File: config.mk
export PLATFORM = sky130hd
export DESIGN_NAME = axi_rd_arbiter_flat
export DESIGN_NICKNAME = d
export VERILOG_FILES = /design/src/rtl/axi_rd_arbiter_if.sv /design/src/rtl/axi_rd_arbiter.sv /design/src/flat_wrapper.sv
export SDC_FILE = /design/constraint.sdc
export NUM_CORES = 1
export LEC_CHECK = 0
export ABC_CLOCK_PERIOD_IN_PS = 2320
export BUFFER_PORTS_ARGS = -buffer_cell sky130_fd_sc_hd__buf_2
export CORE_AREA = 2 2 100 102
export DETAILED_ROUTE_END_ITERATION = 6
export DIE_AREA = 0 0 102 104
export GPL_TIMING_DRIVEN = 0
export PLACE_DENSITY = 0.81
export SYNTH_ARGS = -nofsm -noshare
export SYNTH_HDL_FRONTEND = slang
export SYNTH_SLANG_ARGS = --single-unit
File: constraint.sdc
create_clock -name CCLK -period 2.32 [get_ports CCLK]
set_input_delay 0.464 -clock CCLK [delete_from_list [all_inputs] [get_ports CCLK]]
set_output_delay 0.464 -clock CCLK [all_outputs]
set_load 0.03 [all_outputs]
File: src/rtl/axi_rd_arbiter_if.sv
// Bus bundle for axi_rd_arbiter: two requester ports plus the shared AXI4 AR/R channel.
// The master modport is the arbiter's view; slave is the surrounding requesters and AXI slave.
interface axi_rd_arbiter_if #(
  parameter int C_M_AXI_ADDR_WIDTH      = 32,
  parameter int C_M_AXI_DATA_WIDTH      = 32,
  parameter int C_M_AXI_THREAD_ID_WIDTH = 1
);
  logic                               R0_REQ;
  logic [C_M_AXI_ADDR_WIDTH-1:0]      R0_ADDR;
  logic [7:0]                         R0_LEN;
  logic                               R0_GNT;
  logic                               R0_RREADY;
  logic                               R0_RVALID;
  logic [C_M_AXI_DATA_WIDTH-1:0]      R0_RDATA;
  logic                               R0_RLAST;
  logic                               R0_DONE;
  logic                               R0_ERR;

  logic                               R1_REQ;
  logic [C_M_AXI_ADDR_WIDTH-1:0]      R1_ADDR;
  logic [7:0]                         R1_LEN;
  logic                               R1_GNT;
  logic                               R1_RREADY;
  logic                               R1_RVALID;
  logic [C_M_AXI_DATA_WIDTH-1:0]      R1_RDATA;
  logic                               R1_RLAST;
  logic                               R1_DONE;
  logic                               R1_ERR;

  logic [C_M_AXI_THREAD_ID_WIDTH-1:0] M_AXI_ARID;
  logic [C_M_AXI_ADDR_WIDTH-1:0]      M_AXI_ARADDR;
  logic [7:0]                         M_AXI_ARLEN;
  logic [2:0]                         M_AXI_ARSIZE;
  logic [1:0]                         M_AXI_ARBURST;
  logic                               M_AXI_ARLOCK;
  logic [3:0]                         M_AXI_ARCACHE;
  logic [2:0]                         M_AXI_ARPROT;
  logic [3:0]                         M_AXI_ARQOS;
  logic                               M_AXI_ARUSER;
  logic                               M_AXI_ARVALID;
  logic                               M_AXI_ARREADY;
  logic [C_M_AXI_THREAD_ID_WIDTH-1:0] M_AXI_RID;
  logic [C_M_AXI_DATA_WIDTH-1:0]      M_AXI_RDATA;
  logic [1:0]                         M_AXI_RRESP;
  logic                               M_AXI_RLAST;
  logic                               M_AXI_RVALID;
  logic                               M_AXI_RREADY;

  modport master (
    input  R0_REQ, R0_ADDR, R0_LEN, R0_RREADY,
    output R0_GNT, R0_RVALID, R0_RDATA, R0_RLAST, R0_DONE, R0_ERR,
    input  R1_REQ, R1_ADDR, R1_LEN, R1_RREADY,
    output R1_GNT, R1_RVALID, R1_RDATA, R1_RLAST, R1_DONE, R1_ERR,
    output M_AXI_ARID, M_AXI_ARADDR, M_AXI_ARLEN, M_AXI_ARSIZE, M_AXI_ARBURST,
    output M_AXI_ARLOCK, M_AXI_ARCACHE, M_AXI_ARPROT, M_AXI_ARQOS, M_AXI_ARUSER,
    output M_AXI_ARVALID,
    input  M_AXI_ARREADY,
    input  M_AXI_RID, M_AXI_RDATA, M_AXI_RRESP, M_AXI_RLAST, M_AXI_RVALID,
    output M_AXI_RREADY
  );

  modport slave (
    output R0_REQ, R0_ADDR, R0_LEN, R0_RREADY,
    input  R0_GNT, R0_RVALID, R0_RDATA, R0_RLAST, R0_DONE, R0_ERR,
    output R1_REQ, R1_ADDR, R1_LEN, R1_RREADY,
    input  R1_GNT, R1_RVALID, R1_RDATA, R1_RLAST, R1_DONE, R1_ERR,
    input  M_AXI_ARID, M_AXI_ARADDR, M_AXI_ARLEN, M_AXI_ARSIZE, M_AXI_ARBURST,
    input  M_AXI_ARLOCK, M_AXI_ARCACHE, M_AXI_ARPROT, M_AXI_ARQOS, M_AXI_ARUSER,
    input  M_AXI_ARVALID,
    output M_AXI_ARREADY,
    output M_AXI_RID, M_AXI_RDATA, M_AXI_RRESP, M_AXI_RLAST, M_AXI_RVALID,
    input  M_AXI_RREADY
  );
endinterface

File: src/rtl/axi_rd_arbiter.sv
// Round-robin share of one AXI4 read channel between instruction fetch (port 0)
// and data load (port 1); one burst outstanding, R beats routed to the granted port.
//
// state | meaning
// IDLE  | no burst outstanding, arbitrate on REQ
// ADDR  | AR presented and held until ARREADY
// DATA  | R beats routed to sel until the RLAST handshake
module axi_rd_arbiter #(
  parameter int C_M_AXI_ADDR_WIDTH      = 32,
  parameter int C_M_AXI_DATA_WIDTH      = 32,
  parameter int C_M_AXI_THREAD_ID_WIDTH = 1
) (
  input logic              CCLK,
  input logic              CRST,
  axi_rd_arbiter_if.master bus
);

  typedef enum logic [1:0] {
    IDLE = 2'd0,
    ADDR = 2'd1,
    DATA = 2'd2
  } state_t;

  state_t                             state, state_nxt;
  logic                               sel, sel_nxt;
  logic                               last_grant, last_grant_nxt;
  logic [C_M_AXI_ADDR_WIDTH-1:0]      araddr, araddr_nxt;
  logic [7:0]                         arlen, arlen_nxt;
  logic [C_M_AXI_THREAD_ID_WIDTH-1:0] arid, arid_nxt;
  logic                               arvalid, arvalid_nxt;
  logic [1:0]                         gnt, gnt_nxt;
  logic [1:0]                         done, done_nxt;
  logic [1:0]                         err, err_nxt;

  logic [1:0]                         req;
  logic                               win;
  logic                               in_data;
  logic                               sel_rready;
  logic                               beat_hs;
  logic [C_M_AXI_DATA_WIDTH-1:0]      rdata;

  assign req        = {bus.R1_REQ, bus.R0_REQ};
  // On contention the port that did not complete last goes next.
  assign win        = (&req) ? ~last_grant : req[1];
  assign in_data    = (state == DATA);
  assign sel_rready = sel ? bus.R1_RREADY : bus.R0_RREADY;
  assign beat_hs    = in_data & bus.M_AXI_RVALID & sel_rready;

  always_comb begin
    state_nxt      = state;
    sel_nxt        = sel;
    last_grant_nxt = last_grant;
    araddr_nxt     = araddr;
    arlen_nxt      = arlen;
    arid_nxt       = arid;
    arvalid_nxt    = arvalid;
    gnt_nxt        = 2'b00;
    done_nxt       = 2'b00;
    err_nxt        = err;

    unique case (state)
      IDLE: begin
        if (|req) begin
          sel_nxt       = win;
          araddr_nxt    = win ? bus.R1_ADDR : bus.R0_ADDR;
          arlen_nxt     = win ? bus.R1_LEN : bus.R0_LEN;
          arid_nxt      = '0;
          arid_nxt[0]   = win;
          arvalid_nxt   = 1'b1;
          gnt_nxt[win]  = 1'b1;
          state_nxt     = ADDR;
        end
      end
      ADDR: begin
        if (bus.M_AXI_ARREADY) begin
          arvalid_nxt = 1'b0;
          state_nxt   = DATA;
        end
      end
      DATA: begin
        if (beat_hs) begin
          if (bus.M_AXI_RRESP != 2'b00) begin
            err_nxt[sel] = 1'b1;
          end
          // RLAST alone ends the burst; beats are not counted against ARLEN.
          if (bus.M_AXI_RLAST) begin
            done_nxt[sel]  = 1'b1;
            last_grant_nxt = sel;
            state_nxt      = IDLE;
          end
        end
      end
      default: begin
        state_nxt = IDLE;
      end
    endcase
  end

  always_ff @(posedge CCLK or posedge CRST) begin
    if (CRST) begin
      state      <= IDLE;
      sel        <= 1'b0;
      last_grant <= 1'b1;
      araddr     <= '0;
      arlen      <= '0;
      arid       <= '0;
      arvalid    <= 1'b0;
      gnt        <= 2'b00;
      done       <= 2'b00;
      err        <= 2'b00;
    end else begin
      state      <= state_nxt;
      sel        <= sel_nxt;
      last_grant <= last_grant_nxt;
      araddr     <= araddr_nxt;
      arlen      <= arlen_nxt;
      arid       <= arid_nxt;
      arvalid    <= arvalid_nxt;
      gnt        <= gnt_nxt;
      done       <= done_nxt;
      err        <= err_nxt;
    end
  end

  assign bus.M_AXI_ARID    = arid;
  assign bus.M_AXI_ARADDR  = araddr;
  assign bus.M_AXI_ARLEN   = arlen;
  assign bus.M_AXI_ARSIZE  = 3'b010;
  assign bus.M_AXI_ARBURST = 2'b01;
  assign bus.M_AXI_ARLOCK  = 1'b0;
  assign bus.M_AXI_ARCACHE = 4'b0011;
  assign bus.M_AXI_ARPROT  = 3'b000;
  assign bus.M_AXI_ARQOS   = 4'b0000;
  assign bus.M_AXI_ARUSER  = 1'b0;
  assign bus.M_AXI_ARVALID = arvalid;

  // R routing is combinational so a beat costs no extra cycle on either side.
  assign bus.M_AXI_RREADY  = in_data & sel_rready;
  assign bus.R0_RVALID     = in_data & ~sel & bus.M_AXI_RVALID;
  assign bus.R1_RVALID     = in_data & sel & bus.M_AXI_RVALID;

  assign rdata             = bus.M_AXI_RDATA;
  assign bus.R0_RDATA      = rdata;
  assign bus.R1_RDATA      = rdata;
  assign bus.R0_RLAST      = bus.M_AXI_RLAST;
  assign bus.R1_RLAST      = bus.M_AXI_RLAST;

  assign bus.R0_GNT        = gnt[0];
  assign bus.R1_GNT        = gnt[1];
  assign bus.R0_DONE       = done[0];
  assign bus.R1_DONE       = done[1];
  assign bus.R0_ERR        = err[0];
  assign bus.R1_ERR        = err[1];

endmodule

File: src/flat_wrapper.sv
// flat-port wrapper written by rule: the top's interface ports become plain ports
module axi_rd_arbiter_flat 
#(
  parameter int C_M_AXI_ADDR_WIDTH      = 32,
  parameter int C_M_AXI_DATA_WIDTH      = 32,
  parameter int C_M_AXI_THREAD_ID_WIDTH = 1
)
  (CCLK, CRST, bus_R0_REQ, bus_R0_ADDR, bus_R0_LEN, bus_R0_RREADY, bus_R0_GNT, bus_R0_RVALID, bus_R0_RDATA, bus_R0_RLAST, bus_R0_DONE, bus_R0_ERR, bus_R1_REQ, bus_R1_ADDR, bus_R1_LEN, bus_R1_RREADY, bus_R1_GNT, bus_R1_RVALID, bus_R1_RDATA, bus_R1_RLAST, bus_R1_DONE, bus_R1_ERR, bus_M_AXI_ARID, bus_M_AXI_ARADDR, bus_M_AXI_ARLEN, bus_M_AXI_ARSIZE, bus_M_AXI_ARBURST, bus_M_AXI_ARLOCK, bus_M_AXI_ARCACHE, bus_M_AXI_ARPROT, bus_M_AXI_ARQOS, bus_M_AXI_ARUSER, bus_M_AXI_ARVALID, bus_M_AXI_ARREADY, bus_M_AXI_RID, bus_M_AXI_RDATA, bus_M_AXI_RRESP, bus_M_AXI_RLAST, bus_M_AXI_RVALID, bus_M_AXI_RREADY);
  axi_rd_arbiter_if #(.C_M_AXI_ADDR_WIDTH(C_M_AXI_ADDR_WIDTH), .C_M_AXI_DATA_WIDTH(C_M_AXI_DATA_WIDTH), .C_M_AXI_THREAD_ID_WIDTH(C_M_AXI_THREAD_ID_WIDTH)) bus_i ();
  input logic CCLK;
  input logic CRST;
  input wire logic [$bits(bus_i.R0_REQ)-1:0] bus_R0_REQ;
  input wire logic [$bits(bus_i.R0_ADDR)-1:0] bus_R0_ADDR;
  input wire logic [$bits(bus_i.R0_LEN)-1:0] bus_R0_LEN;
  input wire logic [$bits(bus_i.R0_RREADY)-1:0] bus_R0_RREADY;
  output wire logic [$bits(bus_i.R0_GNT)-1:0] bus_R0_GNT;
  output wire logic [$bits(bus_i.R0_RVALID)-1:0] bus_R0_RVALID;
  output wire logic [$bits(bus_i.R0_RDATA)-1:0] bus_R0_RDATA;
  output wire logic [$bits(bus_i.R0_RLAST)-1:0] bus_R0_RLAST;
  output wire logic [$bits(bus_i.R0_DONE)-1:0] bus_R0_DONE;
  output wire logic [$bits(bus_i.R0_ERR)-1:0] bus_R0_ERR;
  input wire logic [$bits(bus_i.R1_REQ)-1:0] bus_R1_REQ;
  input wire logic [$bits(bus_i.R1_ADDR)-1:0] bus_R1_ADDR;
  input wire logic [$bits(bus_i.R1_LEN)-1:0] bus_R1_LEN;
  input wire logic [$bits(bus_i.R1_RREADY)-1:0] bus_R1_RREADY;
  output wire logic [$bits(bus_i.R1_GNT)-1:0] bus_R1_GNT;
  output wire logic [$bits(bus_i.R1_RVALID)-1:0] bus_R1_RVALID;
  output wire logic [$bits(bus_i.R1_RDATA)-1:0] bus_R1_RDATA;
  output wire logic [$bits(bus_i.R1_RLAST)-1:0] bus_R1_RLAST;
  output wire logic [$bits(bus_i.R1_DONE)-1:0] bus_R1_DONE;
  output wire logic [$bits(bus_i.R1_ERR)-1:0] bus_R1_ERR;
  output wire logic [$bits(bus_i.M_AXI_ARID)-1:0] bus_M_AXI_ARID;
  output wire logic [$bits(bus_i.M_AXI_ARADDR)-1:0] bus_M_AXI_ARADDR;
  output wire logic [$bits(bus_i.M_AXI_ARLEN)-1:0] bus_M_AXI_ARLEN;
  output wire logic [$bits(bus_i.M_AXI_ARSIZE)-1:0] bus_M_AXI_ARSIZE;
  output wire logic [$bits(bus_i.M_AXI_ARBURST)-1:0] bus_M_AXI_ARBURST;
  output wire logic [$bits(bus_i.M_AXI_ARLOCK)-1:0] bus_M_AXI_ARLOCK;
  output wire logic [$bits(bus_i.M_AXI_ARCACHE)-1:0] bus_M_AXI_ARCACHE;
  output wire logic [$bits(bus_i.M_AXI_ARPROT)-1:0] bus_M_AXI_ARPROT;
  output wire logic [$bits(bus_i.M_AXI_ARQOS)-1:0] bus_M_AXI_ARQOS;
  output wire logic [$bits(bus_i.M_AXI_ARUSER)-1:0] bus_M_AXI_ARUSER;
  output wire logic [$bits(bus_i.M_AXI_ARVALID)-1:0] bus_M_AXI_ARVALID;
  input wire logic [$bits(bus_i.M_AXI_ARREADY)-1:0] bus_M_AXI_ARREADY;
  input wire logic [$bits(bus_i.M_AXI_RID)-1:0] bus_M_AXI_RID;
  input wire logic [$bits(bus_i.M_AXI_RDATA)-1:0] bus_M_AXI_RDATA;
  input wire logic [$bits(bus_i.M_AXI_RRESP)-1:0] bus_M_AXI_RRESP;
  input wire logic [$bits(bus_i.M_AXI_RLAST)-1:0] bus_M_AXI_RLAST;
  input wire logic [$bits(bus_i.M_AXI_RVALID)-1:0] bus_M_AXI_RVALID;
  output wire logic [$bits(bus_i.M_AXI_RREADY)-1:0] bus_M_AXI_RREADY;
  assign bus_i.R0_REQ = bus_R0_REQ;
  assign bus_i.R0_ADDR = bus_R0_ADDR;
  assign bus_i.R0_LEN = bus_R0_LEN;
  assign bus_i.R0_RREADY = bus_R0_RREADY;
  assign bus_R0_GNT = bus_i.R0_GNT;
  assign bus_R0_RVALID = bus_i.R0_RVALID;
  assign bus_R0_RDATA = bus_i.R0_RDATA;
  assign bus_R0_RLAST = bus_i.R0_RLAST;
  assign bus_R0_DONE = bus_i.R0_DONE;
  assign bus_R0_ERR = bus_i.R0_ERR;
  assign bus_i.R1_REQ = bus_R1_REQ;
  assign bus_i.R1_ADDR = bus_R1_ADDR;
  assign bus_i.R1_LEN = bus_R1_LEN;
  assign bus_i.R1_RREADY = bus_R1_RREADY;
  assign bus_R1_GNT = bus_i.R1_GNT;
  assign bus_R1_RVALID = bus_i.R1_RVALID;
  assign bus_R1_RDATA = bus_i.R1_RDATA;
  assign bus_R1_RLAST = bus_i.R1_RLAST;
  assign bus_R1_DONE = bus_i.R1_DONE;
  assign bus_R1_ERR = bus_i.R1_ERR;
  assign bus_M_AXI_ARID = bus_i.M_AXI_ARID;
  assign bus_M_AXI_ARADDR = bus_i.M_AXI_ARADDR;
  assign bus_M_AXI_ARLEN = bus_i.M_AXI_ARLEN;
  assign bus_M_AXI_ARSIZE = bus_i.M_AXI_ARSIZE;
  assign bus_M_AXI_ARBURST = bus_i.M_AXI_ARBURST;
  assign bus_M_AXI_ARLOCK = bus_i.M_AXI_ARLOCK;
  assign bus_M_AXI_ARCACHE = bus_i.M_AXI_ARCACHE;
  assign bus_M_AXI_ARPROT = bus_i.M_AXI_ARPROT;
  assign bus_M_AXI_ARQOS = bus_i.M_AXI_ARQOS;
  assign bus_M_AXI_ARUSER = bus_i.M_AXI_ARUSER;
  assign bus_M_AXI_ARVALID = bus_i.M_AXI_ARVALID;
  assign bus_i.M_AXI_ARREADY = bus_M_AXI_ARREADY;
  assign bus_i.M_AXI_RID = bus_M_AXI_RID;
  assign bus_i.M_AXI_RDATA = bus_M_AXI_RDATA;
  assign bus_i.M_AXI_RRESP = bus_M_AXI_RRESP;
  assign bus_i.M_AXI_RLAST = bus_M_AXI_RLAST;
  assign bus_i.M_AXI_RVALID = bus_M_AXI_RVALID;
  assign bus_M_AXI_RREADY = bus_i.M_AXI_RREADY;
  axi_rd_arbiter #(.C_M_AXI_ADDR_WIDTH(C_M_AXI_ADDR_WIDTH), .C_M_AXI_DATA_WIDTH(C_M_AXI_DATA_WIDTH), .C_M_AXI_THREAD_ID_WIDTH(C_M_AXI_THREAD_ID_WIDTH)) u_core (.CCLK(CCLK), .CRST(CRST), .bus(bus_i));
endmodule
---- After elaboration in Yosys (flattened, before gate mapping) ----
Cells that the tools add are included.
cells by class
  order comparisons ....................... 4
  equality and inequality tests ........... 6
  multiplexer cells ....................... 21
  bitwise logic cells ..................... 10
  reduce and logical (&&, ||, !) cells .... 12
operator list
  kind                  count
  $mux W32              1
  $mux W2               9
  $reduce_and A3 Y1     3
  $mux W8               1
  $and A1 B1 Y1         7
  $mux W1               6
  $ne A2 B2 Y1 const B  3
  $pmux W2 S3           1
  $lt A1 B2 Y1 const B  2
  $reduce_and A2 Y1     2
  $reduce_and A4 Y1     1
  $reduce_bool A2 Y1    2
  $demux W1 S1          2
  $eq A2 B1 Y1 const B  1
  $eq A2 B2 Y1 const B  1
  $ge A1 B1 Y1 const B  2
  $logic_and A1 B1 Y1   2
  $logic_not A2 Y1      1
  $ne A2 B1 Y1 const B  1
  $not A1 Y1            2
  $or A2 B2 Y2          1
  $pmux W1 S2           1
  $reduce_or A2 Y1      1
word-level totals
  register bits after elaboration ......... 51
  input port bits ......................... 124
  logic and storage cells ................. 62

---- Longest topological paths before layout ----
  depth after elaboration ................. 8
  mapped depth ............................ 6

---- Worst setup path after synthesis ----
No wires, ideal clock.
  kind .................................... register to output
  from .................................... reg u_core.bus.M_AXI_ARID (netlist name)
  to ...................................... out bus_M_AXI_RREADY
  arrival ................................. 1.233 ns
  required time ........................... 1.856 ns
  path slack .............................. 0.623 ns
  cell stages (with the launch flop) ...... 3
  path through ............................ dfrtp_1 -> nand2b_1 -> a21oi_1
RTL lines
  what              RTL line            source
  end: declaration  flat_wrapper.sv:49  output wire logic [$bits(bus_i.M_AXI_RREADY)-1:0] bus_M_AXI_RREADY;

---- Worst setup path after layout ----
  from .................................... reg u_core.state[0]
  to ...................................... out bus_R1_RVALID
on the way
  word-level cells in the longest chain between the ends .. 3
RTL lines
  what                        RTL line               source
  start: declaration          axi_rd_arbiter.sv:24   state_t state, state_nxt;
  start signal: assignment    axi_rd_arbiter.sv:112  state <= state_nxt;
  $eq A2 B2 Y1                axi_rd_arbiter.sv:45   assign in_data = (state == DATA);
  $and A1 B1 Y1 (2 in a row)  axi_rd_arbiter.sv:140  assign bus.R1_RVALID = in_data & sel & bus.M_AXI_RVALID;
  end: declaration            flat_wrapper.sv:27     output wire logic [$bits(bus_i.R1_RVALID)-1:0] bus_R1_RVALID;
Every way passes these cells.

==> qor_table.md <==
| Metric | Value | Unit |
|---|---|---|
| Worst-skew pair later-pin latency | 0.31 | ns |
| Hold/Removal Path Class | in2async | - |
| Area share of the largest cell type after synthesis | 36.15 | % |
| Shortest clock period the worst path allows after layout | 1.795 | ns |
| Number of synthesized flops with an enable pin | 0 | - |
| Clock root buffer | clkbuf_8 | - |
| Most common cell after layout, fill and taps aside | buf_2 | - |
| Number of warning messages in the yosys log | 0 | - |
| Leak | 2.469 | nW |
| Layout Nets | 700 | - |
| Slack of the worst reg-to-reg path | 0.64 | ns |
| Clock net sink count | 51 | - |
| Chip height | 104 | um |
| Reg2reg path depth | 5 | - |
| Setup bufs post-CTS | 0 | - |
| CTS tree | built | - |
| Area leader, netlist | dfrtp_1 | - |
| DRC viols | 0 | - |
| Clock transition at the registers of the reported paths | 0.10 | ns |
| Via count | 3,166 | - |
| Total wire length after detailed routing | 9.790 | mm |
| Setup repair after global routing missed its margin | false | - |
| Max_cap viols | 0 | - |
| Full die area | 10,610 | um^2 |
| Sequential-to-total area share from yosys stat | 36.91 | % |
| Async S/R FF share, synth | 100.0 | % |
| Clk buf depth | 2 | - |
| Endpoint of the worst register-to-register path | u_core.bus.M_AXI_ARADDR[13] | - |
| Number of antenna violations at the first check in global routing | 2 | - |
| Worst setup path category | reg2out | - |
| Outcome | finished, final reports clean | - |
| Post_cts resized | 0 | - |
| Starting DRT DRC Count | 97 | - |
| HPWL Detailed | 8.096 | mm |
| Critical Path Fanout Max | 7 | - |
| Crit path required time | 1.86 | ns |
| Final GP Congestion | 0.8458 | - |
| Pin count of the biggest net entering global routing | 36 | - |
| Most used DFF post-synth | dfrtp_1 | - |
| First-pass DRT Iterations | 4 | - |
| Std-Cell Rows | 36 | - |
| Growth of design area from synthesis to finish | 39.88 | % |
| Worst slack on hold paths | 0.1311 | ns |
| Mapped cell area | 3461 | um^2 |
| Via count of the first global-routing pass | 3,134 | - |
| Num ports | 259 | - |
| Post-synthesis cell type count | 30 | - |
| Critical path launch point type | register | - |
| Post-Route Setup TNS | 0 | ns |
| Clock H-tree levels | 2 | - |
| Total power divided by cell area | 1117 | nW/um^2 |
| Post-route ant nets | 0 | - |
| Post-Synthesis Mean Instance Area | 10.03 | um^2 |
| First-pass GRT wire length | 14.92 | mm |
| Proportion of layout cells with a drive suffix above 1 | 61.18 | % |
| Final critical-path share of the clock period | 77.39 | % |
| Gate count of the mapped netlist | 345 | - |
| Reg2reg start | u_core.state[1] | - |
| Number of buffers created by CTS | 5 | - |
| Final clock skew | 0.01296 | ns |
| Final hold violations | 0 | - |
| Total of flip-flops plus latches after synthesis | 51 | - |
| Data arrival at the endpoint of the critical path | 1.33 | ns |
| Most area-consuming cells after synthesis | dfrtp_1 36%, buf_4 18%, a31oi_4 18% | - |
| Final setup slack of the worst path | 0.5245 | ns |
| Die span in x | 102 | um |
| Post-DR wirelength/cell | 13.77 | um |
| Slew Viols, Final | 0 | - |
| Overall overflow remaining after global route | 0 | - |
| Maximum operating frequency | 556.9 | MHz |
| Quantity of I/O buffers inserted on ports | 207 | - |
| Peak VDD IR | 369.5 | uV |
| Initial standard-cell utilization of the core | 36.24 | % |
| Core box area | 9549 | um^2 |
| Final setup violation count | 0 | - |
| Most frequent cells in the layout | 219 x buf_2, 84 x buf_4, 75 x nand2_1 | - |
| Combined global-route utilization of all metal layers | 17.73 | % |
| Placement-stage worst setup slack | 0.4702 | ns |
| Worst Setup SP | u_core.state[0] | - |
| Post-CTS Hold Fix Bufs | 0 | - |
| Crit. End Element | output port | - |
| Average via count per standard cell | 4.453 | - |
==> Yosys cell counts (all sizes together), types with 3 or more instances <==
master  count
a21oi      37
a221o       5
a31oi      35
and3        6
buf       101
clkbuf      4
dfrtp      50
inv         4
nand2      75
nand2b      3
nor2        7
==> state kept, by name (all words and copies together) (netlist names) <==
signal / flops
u_core.bus.M_AXI_ARADDR: 32
u_core.bus.M_AXI_ARLEN: 8
u_core.done: 2
u_core.err: 2
u_core.gnt: 2
u_core.state: 2
u_core.bus.M_AXI_ARID: 1
u_core.bus.M_AXI_ARVALID: 1
u_core.last_grant: 1
==> power by group <==
group	internal (mW)	switching [mW]	total, mW
Combinational	1.23	2.11	3.34
Sequential	1.29	0.226	1.51
Clock	0.223	0.332	0.555
==> layout make-up <==
type / instances / area [um^2]
Sequential cell: 51 / 1277
Timing Repair Buffer: 208 / 1056
Tap cell: 133 / 166.4
Clock buffer: 5 / 68.82
Buffer: 105 / 788.3
Fill cell: 884 / 4708
Clock inverter: 3 / 26.28
Inverter: 4 / 15.01
Antenna cell: 1 / 2.502
Multi-Input combinational cell: 201 / 1440
==> metrics by stage <==
step	cell area, um^2	std cells	power (mW)	utilization (%)
finish	4841	711	5.408	50.69
global route	4838	710	5.722	50.67
CTS	4838	710	5.456	50.67
detailed placement	4743	702	4.899	49.67
global placement	4723	701	4.801	49.46
floorplan	3521	361	4.035	-
==> critical path, cell delays in order, from the launching register on <==
cell      delay [ns]
dfrtp_1         0.45
nand3b_1        0.25
nor2_1          0.12
buf_2           0.21
==> how the worst max path moves through the flow <==
stage,to,cells past startpoint
final,bus_R1_RVALID,3
after floorplan,bus_M_AXI_RREADY,2
after detailed placement,u_core.bus.M_AXI_ARADDR[5],6
after global placement,u_core.bus.M_AXI_ARADDR[30],2
after CTS,bus_R1_RVALID,3
after global routing,bus_M_AXI_RREADY,3
==> cell families (layout without fill, tap and decap cells) <==
group | after synthesis | in the layout | synth area share (%)
AND/OR/NAND/NOR | 97 | 97 | 11.89
other | 2 | 19 | 0.2170
AO/OA/AOI/OAI | 86 | 86 | 27.77
flip-flops | 51 | 51 | 36.91
buffers and inverters | 109 | 325 | 23.21
==> metal layers <==
| metal | share of wire [%] | routed length (um) | global-route usage, % |
|---|---|---|---|
| met5 | 0.13 | 13 | 0 |
| met4 | 0.69 | 68 | 3.905 |
| met3 | 7.5 | 736 | 3.763 |
| met2 | 54 | 5290 | 34.40 |
| met1 | 38 | 3681 | 19.11 |
(Power assumes the default switching activity.)
